$ cat src/rtl/adder_seq_ctrl.sv
// Multi-precision add/subtract sequencer: one shared DATA_WIDTH adder is stepped
// LSW-first across NUM_WORDS words, chaining carry through a register.

module adder_v #(
  parameter int WIDTH = 8
) (
  input  logic [WIDTH-1:0] A,
  input  logic [WIDTH-1:0] B,
  input  logic             Ci,
  output logic [WIDTH-1:0] Sum,
  output logic             Cout
);
  assign {Cout, Sum} = {1'b0, A} + {1'b0, B} + {{WIDTH{1'b0}}, Ci};
endmodule

// state | meaning
// IDLE  | in_ready=1, waiting for a request
// RUN   | one word per cycle through the shared adder, idx_q selects the word
// DONE  | result held with out_valid=1 until out_ready
module adder_seq_ctrl #(
  parameter int DATA_WIDTH = 8,
  parameter int NUM_WORDS  = 4
) (
  input  logic                            clk,
  input  logic                            rst_n,
  input  logic                            in_valid,
  output logic                            in_ready,
  input  logic [DATA_WIDTH*NUM_WORDS-1:0] A_in,
  input  logic [DATA_WIDTH*NUM_WORDS-1:0] B_in,
  input  logic                            Ci_in,
  input  logic                            Sub_in,
  output logic                            out_valid,
  input  logic                            out_ready,
  output logic [DATA_WIDTH*NUM_WORDS-1:0] Sum_out,
  output logic                            Cout_out,
  output logic                            Ovf_out
);
  localparam int W     = DATA_WIDTH * NUM_WORDS;
  localparam int IDX_W = (NUM_WORDS > 1) ? $clog2(NUM_WORDS) : 1;
  localparam logic [IDX_W-1:0] LAST_IDX = IDX_W'(NUM_WORDS - 1);

  localparam logic [1:0] ST_IDLE = 2'd0;
  localparam logic [1:0] ST_RUN  = 2'd1;
  localparam logic [1:0] ST_DONE = 2'd2;

  logic [1:0]            state_q, state_d;
  logic [IDX_W-1:0]      idx_q, idx_d;
  logic                  carry_q, carry_d;
  logic [W-1:0]          a_q, a_d;
  logic [W-1:0]          b_q, b_d;
  logic [W-1:0]          sum_q, sum_d;
  logic                  cout_q, cout_d;
  logic                  ovf_q, ovf_d;

  logic [DATA_WIDTH-1:0] a_word, b_word, add_sum;
  logic                  add_cout;
  logic                  is_last;

  always_comb begin
    a_word = '0;
    b_word = '0;
    for (int i = 0; i < NUM_WORDS; i++) begin
      if (idx_q == IDX_W'(i)) begin
        a_word = a_q[i*DATA_WIDTH +: DATA_WIDTH];
        b_word = b_q[i*DATA_WIDTH +: DATA_WIDTH];
      end
    end
  end

  adder_v #(.WIDTH(DATA_WIDTH)) u_adder (
    .A    (a_word),
    .B    (b_word),
    .Ci   (carry_q),
    .Sum  (add_sum),
    .Cout (add_cout)
  );

  assign is_last = (idx_q == LAST_IDX);

  always_comb begin
    state_d = state_q;
    idx_d   = idx_q;
    carry_d = carry_q;
    a_d     = a_q;
    b_d     = b_q;
    sum_d   = sum_q;
    cout_d  = cout_q;
    ovf_d   = ovf_q;
    case (state_q)
      ST_IDLE: begin
        if (in_valid) begin
          a_d     = A_in;
          b_d     = Sub_in ? ~B_in : B_in;
          carry_d = Sub_in ? 1'b1 : Ci_in;
          idx_d   = '0;
          state_d = ST_RUN;
        end
      end
      ST_RUN: begin
        for (int i = 0; i < NUM_WORDS; i++) begin
          if (idx_q == IDX_W'(i)) sum_d[i*DATA_WIDTH +: DATA_WIDTH] = add_sum;
        end
        carry_d = add_cout;
        // idx holds on the last word so it never wraps
        if (is_last) begin
          cout_d  = add_cout;
          ovf_d   = (a_word[DATA_WIDTH-1] == b_word[DATA_WIDTH-1]) &&
                    (add_sum[DATA_WIDTH-1] != a_word[DATA_WIDTH-1]);
          state_d = ST_DONE;
        end else begin
          idx_d = idx_q + 1'b1;
        end
      end
      ST_DONE: begin
        if (out_ready) state_d = ST_IDLE;
      end
      default: state_d = ST_IDLE;
    endcase
  end

  always_ff @(posedge clk or negedge rst_n) begin
    if (!rst_n) begin
      state_q <= ST_IDLE;
      idx_q   <= '0;
      carry_q <= 1'b0;
      a_q     <= '0;
      b_q     <= '0;
      sum_q   <= '0;
      cout_q  <= 1'b0;
      ovf_q   <= 1'b0;
    end else begin
      state_q <= state_d;
      idx_q   <= idx_d;
      carry_q <= carry_d;
      a_q     <= a_d;
      b_q     <= b_d;
      sum_q   <= sum_d;
      cout_q  <= cout_d;
      ovf_q   <= ovf_d;
    end
  end

  assign in_ready  = (state_q == ST_IDLE);
  assign out_valid = (state_q == ST_DONE);
  assign Sum_out   = sum_q;
  assign Cout_out  = cout_q;
  assign Ovf_out   = ovf_q;

endmodule

$ cat config.mk
export PLATFORM = sky130hd
export DESIGN_NAME = adder_seq_ctrl
export DESIGN_NICKNAME = d
export VERILOG_FILES = /design/src/rtl/adder_seq_ctrl.sv
export SDC_FILE = /design/constraint.sdc
export NUM_CORES = 1
export LEC_CHECK = 0
export ABC_AREA = 1
export BUFFER_PORTS_ARGS = -buffer_cell sky130_fd_sc_hd__buf_2
export CAP_MARGIN = 20
export CORE_UTILIZATION = 45
export DETAILED_ROUTE_END_ITERATION = 10
export PLACE_DENSITY = 0.65
export SYNTH_ARGS = -nofsm -noshare
export SYNTH_HDL_FRONTEND = slang
export SYNTH_SLANG_ARGS = --single-unit
$ cat constraint.sdc
create_clock -name clk -period 3.5 [get_ports clk]
set_input_delay 0.35 -clock clk [delete_from_list [all_inputs] [get_ports clk]]
set_output_delay 0.35 -clock clk [all_outputs]
set_load 0.01 [all_outputs]
* After elaboration in Yosys (flattened, before gate mapping)
Index checks and enable logic that the tools add are counted.
Storage, ports and cells: bits in registers 103, logic and storage cells 57
Cells by class: multiplexer cells 19, add/subtract/negate cells 3, bitwise logic cells 1, equal/unequal tests 11, reduce and logical (&&, ||, !) cells 12
Operator list (count):
- $mux 8 | 8
- $mux 32 | 1
- $not 32->32 | 1
- $reduce_and 2->1 | 6
- $mux 2 | 5
- $add 8x8->9 | 1
- $add 9x1->9 | 1
- $eq 2x2->1 const B | 3
- $ne 2x2->1 const B | 3
- $pmux 2 s3 | 1
- $reduce_and 3->1 | 2
- $eq 2x1->1 const B | 2
- $logic_not 2->1 | 2
- $pmux 2 s2 | 1
- $add 2x1->2 const B | 1
- $mux 1 | 2
- $ne 2x1->1 const B | 1
- $pmux 1 s2 | 1
- $reduce_bool 2->1 | 1
- $eq 1x1->1 | 1
- $logic_and 1x1->1 | 1
- $ne 1x1->1 | 1

* Depth between registers and ports, before layout
word-level depth 9, mapped depth 21

* Cells and area by module
Synthesis repeated with hierarchy kept, for this count alone.
Unflattened totals: cells, all modules 608, area, all modules 5177.5 um2
Modules (own cells, without submodules):
- adder_seq_ctrl | cells an instance 549, instances 1, area each 4830.9 um2, seq. area each 2577.5 um2
- adder_v | cells an instance 59, instances 1, area each 346.6 um2, seq. area each 0.0 um2

* Worst setup path after synthesis
Ideal clock, no wire load.
path type reg-to-reg, start register idx_q[1], end register sum_q[14], in the netlist Sum_out[14], data arrival time 2.737 ns, slack 0.646 ns, setup time 0.118 ns, required time 3.382 ns, stages on the path, launching flop included 21, buffers on the path 2, period minus slack after synthesis 2.854 ns, cells stage by stage dfrtp_1 > inv_1 > ha_1 > buf_4 > inv_2 > nand2_1 > inv_2 > buf_6 > a22oi_1 > o21ai_0 > o21ai_0 > fa_1 > fa_1 > inv_1 > nand3_1 > nand2_1 > nand2_1 > nand2_1 > nand2_1 > nand3_1 > nand2_1
On the way: cells in the longest elaborated chain, start to end 7, elaborated cells on any way between the ends 15
RTL lines:
- start: declaration | RTL line 47 | logic [IDX_W-1:0] idx_q, idx_d;
- start signal: assignment | RTL line 133 | idx_q <= idx_d;
- $logic_not 2->1 | RTL line 63 | if (idx_q == IDX_W'(i)) begin
- $mux 8 (4 in a row) | RTL line 63
- $add 8x8->9 | RTL line 13 | assign {Cout, Sum} = {1'b0, A} + {1'b0, B} + {{WIDTH{1'b0}}, Ci};
- $add 9x1->9 | RTL line 13
- end signal: assignment | RTL line 137 | sum_q <= sum_d;
- end: declaration | RTL line 51 | logic [W-1:0] sum_q, sum_d;
Parallel ways exist; a longest one is shown, timed or not. A chain may end at the register's enable or synchronous reset.

* Final worst setup path
start register idx_q[0], end register sum_q[28], in the netlist Sum_out[28]
The elaborated chain is that of the path after synthesis.

==> results.md <==
* Cell with the most instances after synthesis: nand2_1
* Area contributors post-synth: dfrtp_1 (51%), nand2_1 (18%), xnor2_1 (6.0%), o21ai_0 (4.8%), ha_1 (2.7%)
* Iter 0 DRT Violations at about 190
* Final HPWL DP at 8660 um
* Cell count after placement at 827
* Post-CTS sizing at 0
* Gr usage total at 0.217
* Delay-heaviest family, CP: adder cells
* Count of cell types in the netlist at 25
* Non-Filler Instances at ~840
* Crit Path Class: reg2reg
* Most frequent cells after synthesis: nand2_1 (243), dfrtp_1 (103), o21ai_0 (49)
* Vias/cell at ~4.9
* IO Pins at approximately 110
* Crit-path most repeated cell: o21ai_0
* WP data required at roughly 3.7 ns
* Layout area overhead at 17.6%
* Hold Buf Count CTS at 0
* Max incr delay on CP at ~0.44 ns
* Antenna Violating Nets Remaining at 0
* Post-Syn Instances at between 600 and 700
* Post-CTS Setup Bufs at 0
* Nets at between 700 and 800
* DIE HEIGHT at 108 um
* Post-Syn Area per Cell at between 8 and 9 sq um
* MaxCap Viol Count at 0
* Row count at 38
* Yosys synthesis warning count at 0
* Critical path, cell by cell: inv_1 > ha_1 > nand2_1 > inv_2 > a22oi_1 > o21ai_0 > o21ai_0 > fa_1 > fa_1 > inv_1 > nand3_1 > nand2_1 > xnor2_1 > o21ai_0
* Slew Viols, Final at 0
* Routability cong. at about 0.9
* Status: finished clean
* ANT cells at 0
* CTS Buffer Depth at 2
* Fin crit share at 0.885
* Core ar. at ~0.011 sq mm
* Initial antenna violation count at 0
* Critical R2R Capture: Sum_out[28]$_DFFE_PN0P_
* EDFF count, synth at 0
* CP startpoint kind: register
* Syn nets at ~690
* DRC Markers at 0
* Largest net degree at the start of global routing at just over 70
* Reg2reg setup slack at slightly above 0.4 ns
* Congestion Overflow GR at 0
* Yosys top cell by area: dfrtp_1
* Clock Latency Late Sink at between 0.3 and 0.4 ns
* Die area at roughly 0.012 sq mm
* Worst rel slew slack at 0.435
* Vias in the first global route at ~4000
* Async SR Flop Fraction at 1.00
* Final setup fails at 0
* First-pass GRT wire length at approximately 19000 um
* Clock-pin slew of the registers on the worst-case setup and hold paths at 0.07 ns
* Synth Register Bits at 103
* Fmax at about 320 MHz
* Port Buffer Count at between 100 and 150
* Power per Cell Area at roughly 1000 mW/mm^2
* Routed len/inst at about 14 um
* Clk root buf: clkbuf_16
* Total wire length at 11500 um
* FF-to-FF Start: idx_q[0]$_DFFE_PN0P_
* Top cell type's share of synthesized area at 0.508
* Worst Clk Skew at 0.00816 ns
* H-tree levels at 3
* Pleak at 3.15 nW
* Reg2reg path depth at 14
* Hold Crit Class: in2async
* WP buf/inv at 3
* TritonCTS Sinks at ~100
* Fillers at 1045
* Main synth FF type: dfrtp_1
* Starting Density at 0.464
* Cts bufs inserted at 9
* Crit path arrival time at about 3.3 ns
* Worst Max-Slew Pin Slew at 0.848 ns
* Slowest cell on the critical path: fa_1
* Share of cells above drive strength 1 at 0.206
* Vias post-DR at around 4000
* Max Fanout on Critical Path at 14
* VDD IR max at 472 uV
* Cell Area, Synth at between 0.005 and 0.006 sq mm
* Post-synthesis sequential area ratio at 0.508
* Die Wd at 108 um
* CTS tree: yes
* Final hold vios at 0
* CP endpoint kind: register
* Drt first pass iters at 5
* Unrepaired setup endpoints after global routing: false
* Setup TNS at 0 ns
* Final min period at 3.10 ns
==> placed cells by master (no fill, tap or decap), types with 4 or more instances in the layout <==
cell / instances
a21oi_1: 23
a22o_1: 4
a22oi_1: 4
buf_2: 104
buf_4: 9
clkbuf_16: 9
dfrtp_1: 103
ha_1: 11
inv_1: 20
inv_2: 8
nand2_1: 243
nand3_1: 25
nand3b_1: 4
nor2_1: 20
nor2_4: 4
o211ai_1: 4
o21ai_0: 49
o21ai_1: 8
xnor2_1: 35
==> per-layer routing <==
metal / vias to the layer above / part of all wire / global-route usage
met4: 0 / 0.025 / 0.0939
met2: 103 / 0.44 / 0.324
li1: 2117 / - / -
met5: - / 0 / 0
met1: 1871 / 0.49 / 0.306
met3: 19 / 0.047 / 0.0440
==> stage by stage <==
| step | worst slack [ns] | area (sq um) | total power [mW] | utilization | hold WS, ns |
|---|---|---|---|---|---|
| final | 0.403 | 5970 | 6.25 | 0.546 | 0.0196 |
| after floorplan | 0.646 | 5080 | 4.32 | - | 0.0544 |
| after global routing | 0.131 | 5970 | 6.83 | 0.546 | 0.0826 |
| after CTS | 0.402 | 5970 | 6.31 | 0.546 | 0.0476 |
| after global placement | 0.556 | 5660 | 5.20 | 0.518 | 0.410 |
| after detailed placement | 0.410 | 5660 | 5.27 | 0.518 | 0.420 |
==> flip-flops by register name, indices dropped and copies added (netlist names) <==
register	cells
Cout_out	1
a_q	32
Sum_out	32
b_q	32
state_q	2
carry_q	1
Ovf_out	1
idx_q	2
==> cells by family (layout without fill, tap and decap cells) <==
kind of cell,Yosys count,after routing,synth area share
flip-flops,103,103,0.508
AO/OA/AOI/OAI,97,97,0.106
adder cells (fa/ha/maj),13,13,0.0350
AND/OR/NAND/NOR,297,297,0.235
XOR/XNOR,35,35,0.0604
buffers and inverters,59,158,0.0562
==> how the worst max path moves through the flow <==
stage                          from                      end  cells after the start
2_1_floorplan  idx_q[1]$_DFFE_PN0P_  Sum_out[14]$_DFFE_PN0P_                     20
3_3_place_gp   idx_q[1]$_DFFE_PN0P_  Sum_out[28]$_DFFE_PN0P_                     15
3_5_place_dp   idx_q[0]$_DFFE_PN0P_  Sum_out[12]$_DFFE_PN0P_                     14
4_1_cts        idx_q[0]$_DFFE_PN0P_  Sum_out[28]$_DFFE_PN0P_                     14
5_1_grt        idx_q[1]$_DFFE_PN0P_  Sum_out[22]$_DFFE_PN0P_                     18
6_report       idx_q[0]$_DFFE_PN0P_  Sum_out[28]$_DFFE_PN0P_                     14
==> area by class of cell <==
type,count,area (sq um),area share
Clock inverter,6,67.6,0.0113
Timing Repair Buffer,113,588,0.0985
Inverter,29,109,0.0182
Tap cell,140,175,0.0293
Multi-Input combinational cell,442,2210,0.371
Clock buffer,10,239,0.0400
Sequential cell,103,2580,0.432
==> report_power, final <==
group / internal [mW] / switching [mW]
Clock: 0.578 / 0.448
Combinational: 1.13 / 1.99
Sequential: 1.76 / 0.349
Total: 3.46 / 2.79
==> worst reg2reg max path: cells and delay by family, from the launching register on <==
| family | cells | cell delay, ns |
|---|---|---|
| compound gates | 4 | 0.55 |
| simple gates | 3 | 0.28 |
| flops | 1 | 0.40 |
| xor+xnor | 1 | 0.23 |
| fa+ha+maj | 3 | 1.10 |
| buf+inv | 3 | 0.39 |
No activity file was read; power rests on OpenSTA's default activity.
